[src/rtl/raz_sequencer.sv]
// External RAZ sequencer: on an accepted trigger rising edge, wait a programmable delay,
// drive a RAZ pulse of programmable width, then hold off before re-arming.
module raz_sequencer #(
    parameter int unsigned DELAY_W = 4,
    parameter int unsigned HOLD_W  = 8,
    parameter int unsigned CNT_W   = 16
) (
    input  logic               Clk,
    input  logic               reset_n,
    input  logic               ExternalRaz_en,
    input  logic               Trig_in,
    input  logic [DELAY_W-1:0] RazDelayTime,
    input  logic [DELAY_W-1:0] RazWidth,
    input  logic [HOLD_W-1:0]  HoldoffTime,
    input  logic               CountClear,
    output logic               RazPulse,
    output logic               Busy,
    output logic [CNT_W-1:0]   AcceptCount,
    output logic [CNT_W-1:0]   MissedCount
);

    localparam int unsigned CntW = (HOLD_W > DELAY_W) ? HOLD_W : DELAY_W;

    typedef enum logic [1:0] {StIdle, StDelay, StPulse, StHoldoff} state_e;

    state_e             state_q, state_d;
    logic [CntW-1:0]    cnt_q, cnt_d;
    logic [DELAY_W-1:0] width_q, width_d;
    logic [HOLD_W-1:0]  hold_q, hold_d;
    logic               trig_q;
    logic               raz_q, raz_d;
    logic               busy_q, busy_d;
    logic [CNT_W-1:0]   accept_q, accept_d;
    logic [CNT_W-1:0]   missed_q, missed_d;
    logic               rise;
    logic               accept_inc;
    logic               missed_inc;

    assign rise = Trig_in & ~trig_q;

    always_comb begin
        state_d    = state_q;
        cnt_d      = cnt_q;
        width_d    = width_q;
        hold_d     = hold_q;
        accept_inc = 1'b0;
        unique case (state_q)
            StIdle: begin
                if (rise && ExternalRaz_en) begin
                    accept_inc = 1'b1;
                    width_d    = RazWidth;
                    hold_d     = HoldoffTime;
                    if (RazDelayTime != '0) begin
                        state_d = StDelay;
                        cnt_d   = CntW'(RazDelayTime) - CntW'(1);
                    end else begin
                        state_d = StPulse;
                        cnt_d   = CntW'(RazWidth);
                    end
                end
            end
            StDelay: begin
                if (!ExternalRaz_en) begin
                    state_d = StIdle;
                end else if (cnt_q == '0) begin
                    state_d = StPulse;
                    cnt_d   = CntW'(width_q);
                end else begin
                    cnt_d = cnt_q - CntW'(1);
                end
            end
            // The pulse always runs to completion so Trig_Gen never sees a runt.
            StPulse: begin
                if (cnt_q == '0) begin
                    if (hold_q != '0) begin
                        state_d = StHoldoff;
                        cnt_d   = CntW'(hold_q) - CntW'(1);
                    end else begin
                        state_d = StIdle;
                    end
                end else begin
                    cnt_d = cnt_q - CntW'(1);
                end
            end
            StHoldoff: begin
                if (cnt_q == '0) begin
                    state_d = StIdle;
                end else begin
                    cnt_d = cnt_q - CntW'(1);
                end
            end
            default: state_d = StIdle;
        endcase
    end

    assign missed_inc = rise && ExternalRaz_en && (state_q != StIdle);

    // Outputs lag the state by one cycle so the pulse starts at edge N+1+D.
    always_comb begin
        raz_d  = (state_q == StPulse);
        busy_d = (state_q != StIdle);
    end

    always_comb begin
        accept_d = accept_q;
        missed_d = missed_q;
        if (CountClear) begin
            accept_d = '0;
            missed_d = '0;
        end else begin
            if (accept_inc && (accept_q != '1)) accept_d = accept_q + CNT_W'(1);
            if (missed_inc && (missed_q != '1)) missed_d = missed_q + CNT_W'(1);
        end
    end

    always_ff @(posedge Clk or negedge reset_n) begin
        if (!reset_n) begin
            state_q  <= StIdle;
            cnt_q    <= '0;
            width_q  <= '0;
            hold_q   <= '0;
            trig_q   <= 1'b0;
            raz_q    <= 1'b0;
            busy_q   <= 1'b0;
            accept_q <= '0;
            missed_q <= '0;
        end else begin
            state_q  <= state_d;
            cnt_q    <= cnt_d;
            width_q  <= width_d;
            hold_q   <= hold_d;
            trig_q   <= Trig_in;
            raz_q    <= raz_d;
            busy_q   <= busy_d;
            accept_q <= accept_d;
            missed_q <= missed_d;
        end
    end

    assign RazPulse    = raz_q;
    assign Busy        = busy_q;
    assign AcceptCount = accept_q;
    assign MissedCount = missed_q;

endmodule

[config.mk]
export PLATFORM = sky130hd
export DESIGN_NAME = raz_sequencer
export DESIGN_NICKNAME = d
export VERILOG_FILES = /design/src/rtl/raz_sequencer.sv
export SDC_FILE = /design/constraint.sdc
export NUM_CORES = 1
export LEC_CHECK = 0
export ABC_CLOCK_PERIOD_IN_PS = 2100
export BUFFER_PORTS_ARGS = -buffer_cell sky130_fd_sc_hd__buf_4
export CORE_MARGIN = 2
export CORE_UTILIZATION = 40
export CTS_CLUSTER_DIAMETER = 200
export DETAILED_ROUTE_END_ITERATION = 12
export PLACE_DENSITY = 0.72
export SYNTH_ARGS = -nofsm -noshare
export SYNTH_HDL_FRONTEND = slang
export SYNTH_SLANG_ARGS = --single-unit
[constraint.sdc]
create_clock -name Clk -period 2.1 [get_ports Clk]
set_input_delay 0.21 -clock Clk [delete_from_list [all_inputs] [get_ports Clk]]
set_output_delay 0.21 -clock Clk [all_outputs]
set_load 0.01 [all_outputs]
==> results of run 1 <==
[power breakdown]
part	internal, mW	switching (mW)
Clock	0.662	0.464
Sequential	1.32	0.226
Combinational	0.685	0.742
Total	2.67	1.43
[metrics by stage]
stage | cell area [um^2] | hold WS, ns | utilization, % | cells | power (mW)
global placement | 3950 | 0.316 | 48.3 | 522 | 2.93
CTS | 4180 | 0.0649 | 51.1 | 540 | 4.10
detailed placement | 3950 | 0.322 | 48.3 | 522 | 2.96
global route | 4200 | 0.0759 | 51.4 | 540 | 4.37
floorplan | 3370 | -0.0856 | - | 363 | 2.54
finish | 4200 | 0.0755 | 51.4 | 540 | 4.10
[cells by family (layout without fill, tap and decap cells)]
group	Yosys count	in the layout	synth area share (%)
buf+inv	30	102	3.89
compound gates	66	66	12.5
simple gates	155	155	25.1
xor+xnor	31	31	8.05
fa+ha+maj	10	10	3.56
flops	57	57	42.3
mux	14	14	4.60
[sequential cells by signal, summed over array words and instances (netlist names)]
register	count
RazPulse	1
width_q	4
state_q	2
hold_q	8
Busy	1
MissedCount	16
cnt_q	8
trig_q	1
AcceptCount	16
[worst register-to-register path, cell delays in order (launching register included)]
cell	delay (ns)
dfrtp_1	0.41
inv_1	0.09
ha_1	0.19
or3b_4	0.44
maj3_1	0.37
nand3_1	0.09
o211ai_1	0.11
a22o_1	0.20
[cells in the final DEF, fill, tap and decap left out, types with 4 or more instances in the layout]
master / Yosys / layout
nor3_1: 15 / 15
inv_1: 14 / 14
a21oi_1: 15 / 15
o21ai_1: 2 / 4
nor2b_1: 4 / 4
nor4_1: 8 / 8
a31oi_1: 4 / 4
nand3_1: 11 / 11
dfrtp_1: 57 / 57
mux2_2: 12 / 12
nand4_1: 7 / 7
and3_1: 5 / 5
nor2_1: 43 / 43
clkbuf_8: 0 / 9
ha_1: 8 / 8
o22a_1: 4 / 4
xnor2_1: 24 / 24
or3_1: 6 / 6
o21ai_0: 19 / 17
nand2_1: 22 / 22
xor2_1: 7 / 7
o211ai_1: 4 / 4
buf_4: 0 / 69
nor3_2: 5 / 5
[layer usage]
| layer | wire [um] | vias up | track usage (%) | share of wire, % |
|---|---|---|---|---|
| met5 | 0 | - | 0 | 0 |
| met4 | 178 | 0 | 9.17 | 2.2 |
| met3 | 420 | 17 | 4.39 | 5.3 |
| met2 | 3860 | 74 | 30.0 | 49 |
| met1 | 3470 | 1445 | 23.0 | 44 |
| li1 | - | 1443 | - | - |
[cells in the mapped netlist (all sizes together) (4+ instances only)]
| cell | n |
|---|---|
| nor3 | 20 |
| nor2 | 46 |
| nand4 | 8 |
| o21ai | 21 |
| a21oi | 15 |
| clkbuf | 9 |
| nand2 | 23 |
| buf | 6 |
| nor3b | 4 |
| ha | 8 |
| o22a | 4 |
| nor4 | 9 |
| inv | 15 |
| o211ai | 4 |
| xnor2 | 24 |
| nand3 | 11 |
| mux2 | 12 |
| and3 | 5 |
| xor2 | 7 |
| or3 | 6 |
| nor2b | 4 |
| dfrtp | 57 |
| a31oi | 4 |
[cell type report]
type	count	area [um^2]
Fill cell	780	3970
Multi-Input combinational cell	276	1840
Clock buffer	10	128
Tap cell	105	131
Sequential cell	57	1430
Clock inverter	6	82.6
Timing Repair Buffer	71	538
Inverter	15	56.3
[repair_timing]
action / 4_1_cts / 5_1_grt
hold buffers: 2 / 0
hold endpoints to repair: 58 / 0
endpoints found under the setup margin: 0 / 15
resized for setup: 0 / 8
[worst max-delay path by stage]
stage / start / to
floorplan: cnt_q[0]$_DFFE_PN0P_ / cnt_q[6]$_DFFE_PN0P_
global placement: cnt_q[0]$_DFFE_PN0P_ / cnt_q[4]$_DFFE_PN0P_
detailed placement: cnt_q[0]$_DFFE_PN0P_ / cnt_q[5]$_DFFE_PN0P_
CTS: cnt_q[0]$_DFFE_PN0P_ / cnt_q[5]$_DFFE_PN0P_
global route: Trig_in / MissedCount[12]$_DFFE_PN0P_
finish: cnt_q[0]$_DFFE_PN0P_ / cnt_q[6]$_DFFE_PN0P_
==> run_results.csv, run 1 <==
group,metric,value,unit
yosys,synth_ff_type,"dfrtp_1",
outcome,status,"complete, no violations",
timing,fmax,499,MHz
timing,skew,0.00729,ns
timing,min_period,2.00,ns
yosys,yosysTopAreaCell,"dfrtp_1",
timing,hold_viol_final,0,
timing,setup_tns,0,ns
critical_path,critPathBufInv,1,
final_layout,area_growth,24.6,%
route,dr_total_vias,2979,
floorplan,start_util,41.3,%
yosys,syn_inst,363,
placement,dp_hpwl,5670,um
floorplan,rows,33,
global_route,grt_pass1_vias,2834,
route,viasPerCell,5.52,
placement,place.gp.congestion,0.856,
timing,finalSetupViolCount,0,
yosys,yosys_warnings,0,
cts,cts.clk_slew.worst_paths,0.07,ns
hold_path,holdPathStages,3,
cts,htree_levels,3,
global_route,antenna_found_initial,0,
floorplan,fp.dieW,95.8,um
yosys,syn_avg_cell_area,9.29,um^2
critical_path,critical_path_depth,7,
yosys,synth_nets,392,
yosys,yosysTopAreaCellShare,42.3,%
cts,clk_latency,0.34,ns
route,drcViolationCount,0,
critical_path,reg2reg_to,"cnt_q[6]$_DFFE_PN0P_",
job,maxCapViolations,0,
global_route,grt_start_max_net_pins,58,
hold_path,min_path_type,"in -> reg",
route,detail-route-antenna-nets,0,
critical_path,critPathKind,"reg -> reg",
route,wirelength,7930,um
critical_path,critPathMaxStageDelay,0.44,ns
yosys,yosysUniqueCellTypes,58,
power_and_ir_drop,p_leak,1.80,nW
timing,worst_slack,0.0956,ns
final_layout,n_antenna_cell,0,
critical_path,cpMaxStageDelayCell,"or3b_4",
global_route,grt_pass1_wl,13100,um
critical_path,cp-end-kind,"flop",
timing,rsz0062_at_grt,"no",
power_and_ir_drop,ir_worst_vdd,0.000377,V
placement,pre_cts_ws,0.0250,ns
floorplan,coreArea,8180,um^2
cts,cts_tree,"yes",
critical_path,cp-start-kind,"flop",
final_layout,nets,459,
cts,cts.sinks,57,
critical_path,cp_max_fo,5,
timing,maxSlewHeadroom,52.0,%
critical_path,reg2reg_setup_slack,0.1,ns
cts,root_buffer,"clkbuf_8",
yosys,seq_area_frac_synth,42.3,%
timing,slew_violations,0,
critical_path,path_cells,"inv_1 -> ha_1 -> or3b_4 -> maj3_1 -> nand3_1 -> o211ai_1 -> a22o_1",
cts,clk_path_buf_depth,2,
floorplan,fp.dieH,95.8,um
yosys,synth-edff-count,0,
cts,cts-buffers-inserted,9,
timing,period_share,95.4,%
critical_path,cp.required,2.33,ns
global_route,grt_use_total,18.5,%
route,drt-pass1-iter-count,4,
floorplan,die-area,9180,um^2
route,drtIter0Drc,110,
cts,cts_setup_buffers,0,
critical_path,worstPathArrival,2.23,ns
yosys,netlist_area,3370,um^2
critical_path,reg2reg_from,"cnt_q[0]$_DFFE_PN0P_",
placement,io_buffer_count,54,
route,wl_per_cell,14.7,um
power_and_ir_drop,power_density,976,nW/um^2
yosys,yosys-top-cells-area,"dfrtp_1, xnor2_1, nor2_1, mux2_2, ha_1",
final_layout,drive_above_1_share,26.0,%
global_route,globalRouteOverflowTotal,0,
critical_path,critical-path-top-delay-family,"adder cells",
floorplan,io_pins,55,
yosys,synth_seq_cells,57,
hold_path,hp-start,"HoldoffTime[1]",
hold_path,hold_end,"hold_q[1]$_DFFE_PN0P_",
critical_path,reg2regPathDepth,7,
timing,worst_pin_slew,0.719,ns
yosys,synthArstFlopShare,100,%
Note: power is estimated with default switching activity, not from simulation.
==> run 2: changes to the inputs <==
==> constraint.sdc (replaced) <==
create_clock -name Clk -period 2.1 [get_ports Clk]
set_input_delay 0.315 -clock Clk [delete_from_list [all_inputs] [get_ports Clk]]
set_output_delay 0.315 -clock Clk [all_outputs]
set_load 0.01 [all_outputs]
==> run 2 against run 1 <==
Utilization grew 0.11 points; final cell count unchanged; clock skew shrank 0.0015 ns; global-route usage is 0.37 points higher; combinational power about the same; sequential cell count did not move; worst setup slack improved by 0.013 ns; critical path depth unchanged; count of clock-buffer cells in the layout is 1 higher; wire length grew 2.3%; register-to-register slack hardly changed; clock power rose by 4%; largest cell class unchanged.
==> run_results.csv, run 2 (synthesis gave the netlist of run 1 again) <==
group,metric,value,unit
outcome,status,"complete, no violations",
global_route,globalRouteOverflowTotal,0,
placement,place_area,3960,um^2
global_route,antenna_found_initial,0,
timing,min_period,1.99,ns
floorplan,start_util,41.3,%
hold_path,min_path_type,"in -> async",
route,wirelength,8110,um
final_layout,drive_above_1_share,26.7,%
critical_path,cp_max_fo,5,
timing,hold_viol_final,0,
timing,setup_tns,0,ns
final_layout,postLayoutCellArea,4210,um^2
critical_path,cp-end-kind,"flop",
timing,skew,0.00581,ns
placement,pre_cts_ws,0.0240,ns
timing,period_share,94.8,%
cts,cts.sinks,57,
placement,dp.cells,523,
timing,fin_hold_ws,0.0331,ns
route,dr_total_vias,2930,
cts,root_buffer,"clkbuf_8",
critical_path,worstPathArrival,2.22,ns
floorplan,coreArea,8180,um^2
cts,htree_levels,3,
final_layout,final_cell_mix,"buf_4, dfrtp_1, nor2_1",
route,wl_per_cell,15.0,um
placement,place.gp.congestion,0.860,
final_layout,final_util,51.5,%
power_and_ir_drop,finalPower,4.15,mW
final_layout,nets,459,
critical_path,cp-start-kind,"flop",
final_layout,fin_cells,540,
timing,worst_pin_slew,0.726,ns
timing,worst_slack,0.109,ns
floorplan,fp.dieH,95.8,um
route,viasPerCell,5.43,
power_and_ir_drop,ir_worst_vdd,0.000459,V
route,detail-route-antenna-nets,0,
critical_path,path_cells,"inv_1 -> ha_1 -> or3b_4 -> maj3_1 -> nand3_1 -> o211ai_1 -> a22o_1",
route,drcViolationCount,0,
timing,fmax,502,MHz
route,drt-pass1-iter-count,4,
cts,clk_latency,0.33,ns
floorplan,fp.dieW,95.8,um
cts,cts.clk_slew.worst_paths,0.07,ns
cts,clk_path_buf_depth,2,
critical_path,critPathMaxStageDelay,0.43,ns
power_and_ir_drop,power_density,986,nW/um^2
cts,cts-buffers-inserted,9,
final_layout,area_growth,24.8,%
global_route,grt_pass1_wl,13300,um
final_layout,final_common_cell,"buf_4",
placement,io_buffer_count,54,
power_and_ir_drop,p_leak,1.81,nW
cts,cts_tree,"yes",
timing,rsz0062_at_grt,"no",
timing,maxSlewHeadroom,51.6,%
timing,finalSetupViolCount,0,
floorplan,io_pins,55,
critical_path,cp.required,2.32,ns
placement,dp_hpwl,5870,um
floorplan,rows,33,
global_route,grt_pass1_vias,2810,
final_layout,n_antenna_cell,0,
route,drtIter0Drc,109,
floorplan,die-area,9180,um^2
job,maxCapViolations,0,
global_route,grt_use_total,18.8,%
timing,slew_violations,0,
global_route,grt_start_max_net_pins,58,
critical_path,cpMaxStageDelayCell,"or3b_4",
critical_path,critPathKind,"reg -> reg",
## run 2: final cells by class
| type | instances | area [um^2] |
|---|---|---|
| Fill cell | 799 | 3970 |
| Multi-Input combinational cell | 276 | 1830 |
| Sequential cell | 57 | 1430 |
| Timing Repair Buffer | 71 | 533 |
| Clock buffer | 11 | 151 |
| Tap cell | 105 | 131 |
| Clock inverter | 5 | 77.6 |
| Inverter | 15 | 56.3 |
## run 2: final timing paths
path,start,to,slack [ns],cells after the start
worst max register to register,cnt_q[0]$_DFFE_PN0P_,cnt_q[6]$_DFFE_PN0P_,0.11,7
worst min-delay path,reset_n,RazPulse$_DFF_PN0_,0.03,1
worst max-delay path,cnt_q[0]$_DFFE_PN0P_,cnt_q[6]$_DFFE_PN0P_,0.11,7
max in group asynchronous,reset_n,MissedCount[3]$_DFFE_PN0P_,1.58,1
worst min register to register,width_q[0]$_DFFE_PN0P_,width_q[0]$_DFFE_PN0P_,0.51,1
min in group Clk,Trig_in,trig_q$_DFF_PN0_,0.12,1
## run 2: worst max-delay path, delay by kind of cell, from the launching register on
family          cells  cell delay, ns
simple gates        2            0.52
compound gates      2            0.29
fa+ha+maj           2            0.57
buf+inv             1            0.09
flops               1            0.41
## run 2: power by group
part	leakage (nW)	total, mW	switching [mW]	internal, mW
Clock	0.115	1.17	0.442	0.728
Sequential	0.752	1.55	0.228	1.32
Combinational	0.944	1.43	0.752	0.679
## run 2: per-layer routing
metal / vias to the layer above / GRT usage (%) / routed length, um
met5: - / 0 / 0
met4: 0 / 5.00 / 59
met3: 9 / 5.48 / 418
met2: 58 / 32.7 / 4120
met1: 1429 / 22.8 / 3510
li1: 1434 / - / -
## run 2: what timing repair did
action | 4_1_cts | 5_1_grt
gates resized for setup | 1 | 7
endpoints found under the setup margin | 1 | 12
buffers inserted | 0 | 1
endpoints found under the hold margin | 0 | 0
hold buffers | 0 | 0
pin swaps | 0 | 5
==> run 3: changes to the inputs <==
- CORE_ASPECT_RATIO: default -> 1.25
- CORE_UTILIZATION: 40 -> 57
- PLACE_DENSITY: 0.72 -> 0.92
==> run 3 against run 2 <==
Worst setup slack got worse by 0.019 ns; maximum frequency decreased by 0.95%; highest routed layer unchanged; largest power group unchanged; clock skew increased by 0.0031 ns; power increased by 0.79%; non-clock buffer count decreased by 5; final cell count decreased by 8.1%.
==> run_results.csv, run 3 (synthesis gave the netlist of run 1 again) <==
group,metric,value,unit
critical_path,reg2reg_from,"cnt_q[3]$_DFFE_PN0P_",
route,viasPerCell,6.18,
critical_path,worstPathArrival,2.29,ns
power_and_ir_drop,ir_worst_vdd,0.000509,V
timing,min_period,2.01,ns
placement,io_buffer_count,54,
route,dr_total_vias,3066,
global_route,grt_use_total,27.2,%
route,drt-pass1-iter-count,5,
global_route,antenna_found_initial,0,
timing,hold_viol_final,0,
critical_path,critPathBufInv,0,
final_layout,multiInputGateArea,1850,um^2
floorplan,coreArea,5740,um^2
floorplan,io_pins,55,
final_layout,final_util,71.9,%
power_and_ir_drop,finalPower,4.18,mW
placement,dp_hpwl,5970,um
job,maxCapViolations,0,
cts,cts.clk_slew.worst_paths,0.07,ns
cts,cts.sinks,57,
route,wirelength,8440,um
timing,period_share,95.7,%
global_route,globalRouteOverflowTotal,0,
final_layout,final_common_cell,"buf_4",
route,drtIter0Drc,292,
final_layout,final_cell_mix,"buf_4, dfrtp_1, nor2_1",
final_layout,postLayoutCellArea,4130,um^2
critical_path,path_cells,"or4_1 -> nor2_4 -> o21ai_1 -> a222oi_1 -> o22a_1",
power_and_ir_drop,p_leak,1.78,nW
floorplan,rows,31,
route,wl_per_cell,17.0,um
cts,root_buffer,"clkbuf_8",
critical_path,cpMaxStageDelayCell,"or4_1",
floorplan,fp.dieW,72.8,um
final_layout,n_antenna_cell,0,
critical_path,cp-end-kind,"flop",
cts,clk_path_buf_depth,2,
route,drcViolationCount,0,
critical_path,critical-path-top-delay-family,"simple AND/OR/NAND/NOR gates",
cts,clk_latency,0.34,ns
timing,maxSlewHeadroom,50.5,%
placement,place.gp.congestion,0.915,
floorplan,start_util,58.8,%
critical_path,cp-start-kind,"flop",
power_and_ir_drop,power_density,1010,nW/um^2
cts,htree_levels,3,
final_layout,drive_above_1_share,26.3,%
global_route,grt_pass1_vias,3055,
timing,worst_pin_slew,0.742,ns
critical_path,cp-startpoint,"cnt_q[3]$_DFFE_PN0P_",
final_layout,regArea,1430,um^2
timing,fmax,497,MHz
timing,finalSetupViolCount,0,
cts,cts-buffers-inserted,9,
timing,setup_tns,0,ns
critical_path,critPathKind,"reg -> reg",
outcome,status,"complete, no violations",
floorplan,fp.dieH,90.0,um
hold_path,min_path_type,"in -> async",
route,detail-route-antenna-nets,0,
critical_path,reg2reg_setup_slack,0.09,ns
critical_path,cp_max_fo,7,
global_route,grt_pass1_wl,14200,um
critical_path,critPathMaxStageDelay,0.67,ns
critical_path,cp.required,2.38,ns
final_layout,nets,454,
final_layout,fillers,413,
timing,slew_violations,0,
timing,skew,0.00887,ns
global_route,grt_start_max_net_pins,58,
placement,place_area,3880,um^2
floorplan,die-area,6550,um^2
final_layout,area_growth,22.4,%
cts,cts_tree,"yes",
## run 3: per-layer routing
metal | GRT usage [%] | routed length (um)
met5 | 0 | 0
met4 | 8.95 | 168
met3 | 8.30 | 654
met2 | 45.1 | 4330
met1 | 33.4 | 3290
## run 3: final cells by class
| cell class | count | share of cell area (%) |
|---|---|---|
| tap | 66 | 2.00 |
| clock inverter | 5 | 1.91 |
| inverter | 15 | 1.36 |
| multi-input combinational | 276 | 44.8 |
| timing repair buffer | 66 | 12.0 |
| sequential | 57 | 34.5 |
| clock buffer | 11 | 3.42 |
## run 3: power by group
part	switching [mW]	internal, mW
sequential	0.235	1.32
clock	0.448	0.698
combinational	0.804	0.676
## run 3: worst paths after layout
kind	endpoint	cells past startpoint
worst max-delay path	cnt_q[1]$_DFFE_PN0P_	5
worst min-delay path	RazPulse$_DFF_PN0_	1
worst max register to register	cnt_q[1]$_DFFE_PN0P_	5
worst min register to register	width_q[0]$_DFFE_PN0P_	1
max in group asynchronous	MissedCount[3]$_DFFE_PN0P_	1
min in group Clk	trig_q$_DFF_PN0_	1
## run 3: worst reg2reg max path, cell delays in order (launching register included)
cell	delay (ns)
dfrtp_1	0.46
or4_1	0.67
nor2_4	0.16
o21ai_1	0.12
a222oi_1	0.34
o22a_1	0.20
## run 3: through the flow
stage | std cells | hold slack (ns) | worst slack [ns]
global route | 496 | 0.0982 | -0.0150
finish | 496 | 0.0203 | 0.0897
detailed placement | 480 | 0.426 | 0.0271
global placement | 480 | 0.422 | 0.123
CTS | 496 | 0.0572 | 0.0124
floorplan | 363 | 0.0194 | 0.192
## run 3: timing repair
action	in CTS	in global routing
hold buffers	0	0
endpoints found under the setup margin	0	14
buffers inserted	0	0
resized for setup	0	11
